$ cat src/rtl/div_remainder_stage_pkg.sv
// Shared parameters and FSM state type for the signed remainder/quotient stage.
package pkg_system_mdr;

  localparam int DW     = 16;
  localparam int N_ITER = 16;

  typedef enum logic [1:0] {
    IDLE  = 2'd0,
    ITER  = 2'd1,
    FIXUP = 2'd2,
    DONE  = 2'd3
  } state_e;

endpackage

$ cat src/rtl/div_remainder_stage.sv
// Restoring signed divider stage: consumes one shifted divisor per i_flag,
// builds the quotient magnitude, then applies sign fixup and reports the result.
module div_remainder_stage #(
  parameter int DW     = pkg_system_mdr::DW,
  parameter int N_ITER = pkg_system_mdr::N_ITER
) (
  input  logic                  clk,
  input  logic                  rst,
  input  logic                  i_start,
  input  logic signed [DW-1:0]  i_dividend,
  input  logic signed [2*DW-1:0] i_divisor,
  input  logic                  i_flag,
  output logic                  o_busy,
  output logic                  o_done,
  output logic signed [DW-1:0]  o_quotient,
  output logic signed [DW-1:0]  o_remainder,
  output logic                  o_div_zero
);

  import pkg_system_mdr::*;

  localparam int CW = $clog2(N_ITER) + 1;

  state_e        state_q, state_d;
  logic [DW:0]   rem_q, rem_d;
  logic [DW-1:0] quo_q, quo_d;
  logic [CW-1:0] cnt_q, cnt_d;
  logic [DW-1:0] dividend_q, dividend_d;
  logic          dvsSign_q, dvsSign_d;
  logic          nonZero_q, nonZero_d;
  logic [DW-1:0] quoOut_q, quoOut_d;
  logic [DW-1:0] remOut_q, remOut_d;
  logic          divZero_q, divZero_d;

  logic [2*DW:0] divExt, divMag, remExt;
  logic [DW:0]   dvdExt, dvdMag, remSub;
  logic [DW-1:0] quoFix, remFix;
  logic          remGeq, quoNeg;

  // Magnitudes are one bit wider than the operands so the most negative value survives.
  always_comb begin
    divExt = {i_divisor[2*DW-1], i_divisor};
    divMag = divExt[2*DW] ? (~divExt + 1'b1) : divExt;
    dvdExt = {i_dividend[DW-1], i_dividend};
    dvdMag = dvdExt[DW] ? (~dvdExt + 1'b1) : dvdExt;
    remExt = {{DW{1'b0}}, rem_q};
    remGeq = (remExt >= divMag);
    remSub = rem_q - divMag[DW:0];
    quoNeg = dividend_q[DW-1] ^ dvsSign_q;
    quoFix = quoNeg ? (~quo_q + 1'b1) : quo_q;
    remFix = dividend_q[DW-1] ? (~rem_q[DW-1:0] + 1'b1) : rem_q[DW-1:0];
  end

  always_comb begin
    state_d    = state_q;
    rem_d      = rem_q;
    quo_d      = quo_q;
    cnt_d      = cnt_q;
    dividend_d = dividend_q;
    dvsSign_d  = dvsSign_q;
    nonZero_d  = nonZero_q;
    quoOut_d   = quoOut_q;
    remOut_d   = remOut_q;
    divZero_d  = divZero_q;
    unique case (state_q)
      IDLE: begin
        if (i_start) begin
          rem_d      = dvdMag;
          quo_d      = '0;
          cnt_d      = '0;
          dividend_d = i_dividend;
          dvsSign_d  = 1'b0;
          nonZero_d  = 1'b0;
          state_d    = ITER;
        end
      end
      ITER: begin
        if (i_flag) begin
          if (remGeq) begin
            rem_d = remSub;
          end
          quo_d     = {quo_q[DW-2:0], remGeq};
          cnt_d     = cnt_q + 1'b1;
          nonZero_d = nonZero_q | (divMag != '0);
          if (cnt_q == '0) begin
            dvsSign_d = i_divisor[2*DW-1];
          end
          if (cnt_q == CW'(N_ITER - 1)) begin
            state_d = FIXUP;
          end
        end
      end
      FIXUP: begin
        // A divisor that never had any magnitude reports the dividend back untouched.
        if (!nonZero_q) begin
          divZero_d = 1'b1;
          quoOut_d  = '0;
          remOut_d  = dividend_q;
        end else begin
          divZero_d = 1'b0;
          quoOut_d  = quoFix;
          remOut_d  = remFix;
        end
        state_d = DONE;
      end
      DONE: begin
        state_d = IDLE;
      end
      default: begin
        state_d = IDLE;
      end
    endcase
  end

  always_ff @(posedge clk) begin
    if (rst) begin
      state_q    <= IDLE;
      rem_q      <= '0;
      quo_q      <= '0;
      cnt_q      <= '0;
      dividend_q <= '0;
      dvsSign_q  <= 1'b0;
      nonZero_q  <= 1'b0;
      quoOut_q   <= '0;
      remOut_q   <= '0;
      divZero_q  <= 1'b0;
    end else begin
      state_q    <= state_d;
      rem_q      <= rem_d;
      quo_q      <= quo_d;
      cnt_q      <= cnt_d;
      dividend_q <= dividend_d;
      dvsSign_q  <= dvsSign_d;
      nonZero_q  <= nonZero_d;
      quoOut_q   <= quoOut_d;
      remOut_q   <= remOut_d;
      divZero_q  <= divZero_d;
    end
  end

  assign o_busy      = (state_q == ITER) || (state_q == FIXUP);
  assign o_done      = (state_q == DONE);
  assign o_quotient  = quoOut_q;
  assign o_remainder = remOut_q;
  assign o_div_zero  = divZero_q;

endmodule

$ cat config.mk
export PLATFORM = sky130hd
export DESIGN_NAME = div_remainder_stage
export DESIGN_NICKNAME = d
export VERILOG_FILES = /design/src/rtl/div_remainder_stage_pkg.sv /design/src/rtl/div_remainder_stage.sv
export SDC_FILE = /design/constraint.sdc
export NUM_CORES = 1
export LEC_CHECK = 0
export CAP_MARGIN = 20
export CORE_MARGIN = 2
export CORE_UTILIZATION = 56
export DETAILED_ROUTE_END_ITERATION = 16
export PLACE_DENSITY_LB_ADDON = 0.3
export SLEW_MARGIN = 15
export SYNTH_ARGS = -nofsm -noshare
export SYNTH_HDL_FRONTEND = slang
export SYNTH_SLANG_ARGS = --single-unit
$ cat constraint.sdc
create_clock -name clk -period 5.6 [get_ports clk]
set_input_delay 1.12 -clock clk [delete_from_list [all_inputs] [get_ports clk]]
set_output_delay 1.12 -clock clk [all_outputs]
set_load 0.05 [all_outputs]
==> flow_summary.json, run 1 <==
{
  "status": "complete, no violations",
  "cp_num_buf_inv": 2,
  "cp.required_ps": 5870,
  "worst_pin_slew_ps": 1060,
  "drtIter0Drc": 478,
  "syn_inst": 854,
  "ys_types": 70,
  "drtAntennaViolNets": 0,
  "postCtsResizedCells": 0,
  "antennaDiodeCount": 0,
  "synth_top_area_share_pct": 27.9,
  "crit_path_end_kind": "flip-flop",
  "muxShareOfSynthArea_pct": 5.40,
  "ys_seq_elements": 91,
  "critPathKind": "in -> reg",
  "dpl_cell_area_um2": 7500,
  "hold_class": "reg -> reg",
  "leakagePower_nw": 3.06,
  "drc_errors": 0,
  "io_buffers": 86,
  "rsz0062_at_grt": "no",
  "cpMostUsedCell": "or3_1",
  "power.density_nw_per_um2": 372,
  "gp_congestion": 0.929,
  "synthAdderAreaFrac_pct": 5.59,
  "cpPeakStageDelay_ps": 610,
  "synthSimpleGateAreaFrac_pct": 25.2,
  "start_util_pct": 57.3,
  "num-fill-cells": 956,
  "tritoncts": "done",
  "crit_arrival_ps": 5570,
  "layout-drive-gt1-share_pct": 5.63,
  "wl_per_cell_um": 15.0,
  "final.setup.worst_slack_ps": 295,
  "start_kind": "input pin",
  "postCtsSetupBuffers": 0,
  "cp-startpoint": "i_divisor[5]",
  "grt_use_met2_pct": 39.8,
  "use_met1_pct": 36.3,
  "place_ws_ps": -2.56,
  "ios": 87,
  "netlist_area_um2": 6540,
  "dr.pass1.iters": 5,
  "skew_ps": 5.48,
  "grt_max_degree": 79,
  "hold_slack_ps": 453,
  "grt_pass1_vias": 5630,
  "core_area_um2": 11400,
  "cp-endpoint": "rem_q[2]",
  "ctsRootBufferMaster": "clkbuf_16",
  "die_area_um2": 12600,
  "routed_via_density": 5.88,
  "grt-ovfl-total": 0,
  "r2r_setup_slack_ps": 2160,
  "hpwl_mm": 11.7,
  "synth_xor_area_share_pct": 9.37,
  "rows": 39,
  "critical_path.max_fanout": 8,
  "synthArstFlopShare_pct": 0,
  "hold_viol_final": 0,
  "synth-warning-count": 0,
  "grt_pass1_wl_mm": 26.8,
  "cp_slowest_cell": "or4_4",
  "timing.rr.end": "rem_q[2]",
  "synth_area_leader_cell": "dfxtp_1",
  "avgSynthCellArea_um2": 7.66,
  "r2r_start": "rem_q[6]",
  "fp.dieW_um": 112,
  "ff2ff_path_depth": 11,
  "drv_cap": 0,
  "finalWirelength_mm": 16.0,
  "yosysSeqAreaShare_pct": 27.9,
  "synthFlopType": "dfxtp_1",
  "fmax_mhz": 188,
  "clk_path_buf_depth": 2,
  "relSlewSlack_pct": 29.5,
  "synth_edf_count": 0,
  "yosysMostFrequentCell": "nand2_1",
  "fin_setup_tns_ps": 0,
  "synth_compound_area_share_pct": 21.5,
  "die_h_um": 112,
  "clkSlewWorstSetupHoldPaths_ps": 60,
  "cp.depth": 16,
  "busiest_layer": "met2",
  "htreeDepth": 3,
  "ys_top_cells_by_area": "dfxtp_1 (28%), nand2_1 (5.9%), nor2_1 (5.6%)",
  "max-vdd-ir-drop_v": 0.000408,
  "antenna_found_initial": 0,
  "cts_made_buffers": 9,
  "final_area_um2": 7790,
  "fin_crit_ps": 5310,
  "holdPathStages": 2,
  "area_delta_synth_final_pct": 19.1,
  "grt.total_usage_pct": 25.3,
  "setup_violations": 0,
  "fin_crit_sh_pct": 94.7,
  "synth_top_family_by_area": "simple AND/OR/NAND/NOR gates",
  "synthTopCellsByCount": "nand2_1 (102), nor2_1 (97), dfxtp_1 (91), a21oi_1 (62), clkbuf_1 (42)",
  "nNetsFinal": 997,
  "use_met3_pct": 4.32,
  "maxSlewViolCount": 0,
  "insertion_delay_ps": 340,
  "dr_total_vias": 6271,
  "crit_family": "simple AND/OR/NAND/NOR gates",
  "syn-num-nets": 933,
  "hold_buffers": 0,
  "clkSinkCount": 91,
  "path_cells": "clkdlybuf4s50_1 -> or4_4 -> or3_1 -> nand2_1 -> xor2_1 -> ha_1 -> o21ai_0 -> nor2_1 -> nor4b_1 -> o21bai_1 -> maj3_1 -> o2111ai_1 -> and4_4 -> or3_1 -> buf_4 -> mux2i_1"
}
-- worst min path at each step --
stage	start	end	slack, ps
after detailed placement	dividend_q[6]	dividend_q[6]	450
after floorplan	dividend_q[0]	dividend_q[0]	440
after global placement	dividend_q[4]	dividend_q[4]	440
final	dividend_q[1]	dividend_q[1]	450
after global routing	dividend_q[13]	dividend_q[13]	470
after CTS	dividend_q[6]	dividend_q[6]	450
-- registers in the layout, indices dropped and copies added (netlist names) --
| register | count |
|---|---|
| dvsSign_q | 1 |
| o_div_zero | 1 |
| nonZero_q | 1 |
| rem_q | 17 |
| o_remainder | 16 |
| quo_q | 16 |
| cnt_q | 5 |
| dividend_q | 16 |
| o_quotient | 16 |
| state_q | 2 |
-- cell usage in the layout (no fill, tap or decap), types with 12 or more instances in the layout --
cell type and instances:
a21oi_1 62, a22oi_1 18, buf_4 19, clkdlybuf4s50_1 85, dfxtp_1 91, ha_1 26, inv_1 29, mux2i_1 33
nand2_1 102, nand3_1 15, nor2_1 97, nor2b_1 27, nor3_1 20, nor4_1 12, o211ai_1 12, o21ai_0 30
o31ai_1 19, xnor2_1 31, xor2_1 34
-- layout make-up --
type | instances | area, µm² | area share [%]
Inverter | 30 | 113 | 1.45
Timing Repair Buffer | 105 | 998 | 12.8
Sequential cell | 91 | 1820 | 23.4
Multi-Input combinational cell | 681 | 4380 | 56.3
Clock inverter | 7 | 67.6 | 0.867
Tap cell | 143 | 179 | 2.30
Clock buffer | 9 | 225 | 2.89
-- metrics by stage --
stage,utilization [%],total power (W),instances
after floorplan,-,0.00194,854
after global routing,68.2,0.00309,1066
after detailed placement,65.6,0.00229,1050
final,68.2,0.00289,1066
after global placement,65.6,0.00226,1050
after CTS,68.2,0.00289,1066
-- where the power goes --
part | internal [W] | leakage, nW | switching, W | total (W)
Combinational | 0.000561 | 2.17 | 0.000856 | 0.00142
Clock | 0.000345 | 0.149 | 0.000253 | 0.000598
Sequential | 0.000747 | 0.739 | 0.000132 | 0.000879
Total | 0.00165 | 3.06 | 0.00124 | 0.00289
-- worst reg2reg max path: cells and delay by family (launching register included) --
| kind | cells | cell delay, ps |
|---|---|---|
| adder cells (fa/ha/maj) | 2 | 800 |
| AO/OA/AOI/OAI | 3 | 620 |
| flip-flops | 1 | 470 |
| buffers and inverters | 1 | 240 |
| multiplexers | 1 | 210 |
| AND/OR/NAND/NOR | 4 | 1000 |
-- kinds of logic (layout without fill, tap and decap cells) --
kind of cell,after synthesis,in the layout
simple gates,340,340
compound gates,210,210
flops,91,91
buf+inv,82,151
xor+xnor,67,67
mux,35,35
fa+ha+maj,29,29
-- layer usage --
metal / share of wire (%) / wire [µm] / vias to the layer above
li1: - / - / 3184
met1: 48 / 7640 / 2844
met2: 45 / 7230 / 229
met3: 6.0 / 968 / 14
met4: 1.0 / 163 / 0
met5: 0 / 0 / -
Power figures use the tool's default switching activity.
==> run 2: changes to the inputs <==
Settings changed: GPL_ROUTABILITY_DRIVEN set to 0.
==> flow_summary.json, run 2 (synthesis results as in run 1) <==
{
  "clkSinkCount": 91,
  "maxSlewViolCount": 0,
  "leakagePower_nw": 3.07,
  "crit_path_end_kind": "flip-flop",
  "num-fill-cells": 957,
  "p_int_w": 0.00173,
  "p_total_w": 0.00294,
  "holdPathStages": 2,
  "rows": 39,
  "clkSlewWorstSetupHoldPaths_ps": 60,
  "hold_buffers": 0,
  "grt_pass1_wl_mm": 26.5,
  "hold_slack_ps": 453,
  "combPwrFrac_pct": 48.3,
  "nNetsFinal": 998,
  "fin_crit_sh_pct": 93.5,
  "postCtsSetupBuffers": 0,
  "worst_pin_slew_ps": 1050,
  "clk_path_buf_depth": 2,
  "rsz0062_at_grt": "no",
  "grt_max_degree": 79,
  "start_util_pct": 57.3,
  "cp.required_ps": 5830,
  "hpwl_mm": 11.8,
  "finalWirelength_mm": 15.8,
  "layout-drive-gt1-share_pct": 5.53,
  "grt_pass1_vias": 5482,
  "cts_made_buffers": 9,
  "die_h_um": 112,
  "io_buffers": 86,
  "setup_violations": 0,
  "core_area_um2": 11400,
  "relSlewSlack_pct": 29.8,
  "ios": 87,
  "skew_ps": 6.39,
  "largest_register": "rem_q",
  "wl_per_cell_um": 14.9,
  "postCtsResizedCells": 0,
  "critical_path.max_fanout": 8,
  "clockPowerShare_pct": 21.8,
  "max-vdd-ir-drop_v": 0.000442,
  "die_area_um2": 12600,
  "grt-ovfl-total": 0,
  "grt.total_usage_pct": 25.1,
  "dr_total_vias": 6234,
  "switching_power_w": 0.00122,
  "power.density_nw_per_um2": 376,
  "ff2ff_path_depth": 10,
  "crit_arrival_ps": 5470,
  "dr.pass1.iters": 5,
  "critPathKind": "in -> reg",
  "dpl_cell_area_um2": 7500,
  "fin_crit_ps": 5230,
  "start_kind": "input pin",
  "htreeDepth": 3,
  "final_common_cell": "nand2_1",
  "drtAntennaViolNets": 0,
  "antenna_found_initial": 0,
  "status": "complete, no violations",
  "largest_reg_flops": 17,
  "hold_class": "reg -> reg",
  "drc_errors": 0,
  "insertion_delay_ps": 340,
  "fmax_mhz": 191,
  "area_delta_synth_final_pct": 19.6,
  "p_sw_share_pct": 41.3,
  "fp.dieW_um": 112,
  "tritoncts": "done",
  "p_seq_share_pct": 29.9,
  "ctsRootBufferMaster": "clkbuf_16",
  "fin_setup_tns_ps": 0,
  "drv_cap": 0,
  "antennaDiodeCount": 0,
  "drtIter0Drc": 609,
  "routed_via_density": 5.85,
  "hold_viol_final": 0,
  "final_area_um2": 7830,
  "most-common-layout-cells": "nand2_1 (102), nor2_1 (97), dfxtp_1 (91)"
}
## run 2: cell types whose count changed in the layout (fill, tap and decap cells not counted), sizes merged
| cell | delta |
|---|---|
| clkinv | -5 |
| bufinv | +1 |
| inv | -1 |
| clkbuf | +3 |
| buf | +1 |
## run 2: final cells by class
type | instances | area [µm²] | area share (%)
clock inverters | 2 | 60.1 | 0.768
clock buffers | 12 | 256 | 3.28
inverters | 30 | 113 | 1.44
multi-input cells | 681 | 4390 | 56.1
well taps | 143 | 179 | 2.29
flip-flops and latches | 91 | 1820 | 23.3
repair buffers | 106 | 1010 | 12.9
## run 2: critical path, cell delays in order
cell and delay (ps):
clkdlybuf4s50_1 440, or4_4 620, or3_1 420, nand2_1 110, xor2_1 200, ha_1 270
o21ai_0 140, nor2_1 90, nor4b_1 330, o21bai_1 130, maj3_1 440, o2111a_1 310
o2111ai_1 180, or3b_2 460, o211a_1 210
## run 2: through the flow
stage | setup slack (ps) | util, % | std cells
2_1_floorplan | 377 | - | 854
3_3_place_gp | 96.0 | 65.7 | 1051
3_5_place_dp | -12.0 | 65.7 | 1051
4_1_cts | 330 | 68.5 | 1065
5_1_grt | 82.2 | 68.5 | 1065
6_report | 365 | 68.5 | 1065
## run 2: power by group through the flow
stage,registers (W),logic [W],clock network [W]
2_1_floorplan,0.000921,0.00102,0
3_3_place_gp,0.000887,0.00138,0
3_5_place_dp,0.000891,0.00140,0
4_1_cts,0.000877,0.00141,0.000648
5_1_grt,0.000894,0.00157,0.000679
6_report,0.000880,0.00142,0.000643
## run 2: final timing paths
check | startpoint | end | slack, ps
min reg2reg | dividend_q[0] | dividend_q[0] | 450
max reg2reg | rem_q[6] | rem_q[15] | 2250
max | i_divisor[5] | rem_q[15] | 370
min | dividend_q[0] | dividend_q[0] | 450
## run 2: per-layer routing
metal  global-route usage, %  vias to the layer above  routed length [µm]
li1                        -                     3171                   -
met1                    36.7                     2850                7750
met2                    39.4                      197                7010
met3                    2.86                       16                 847
met4                    7.48                        0                 228
met5                       0                        -                   0
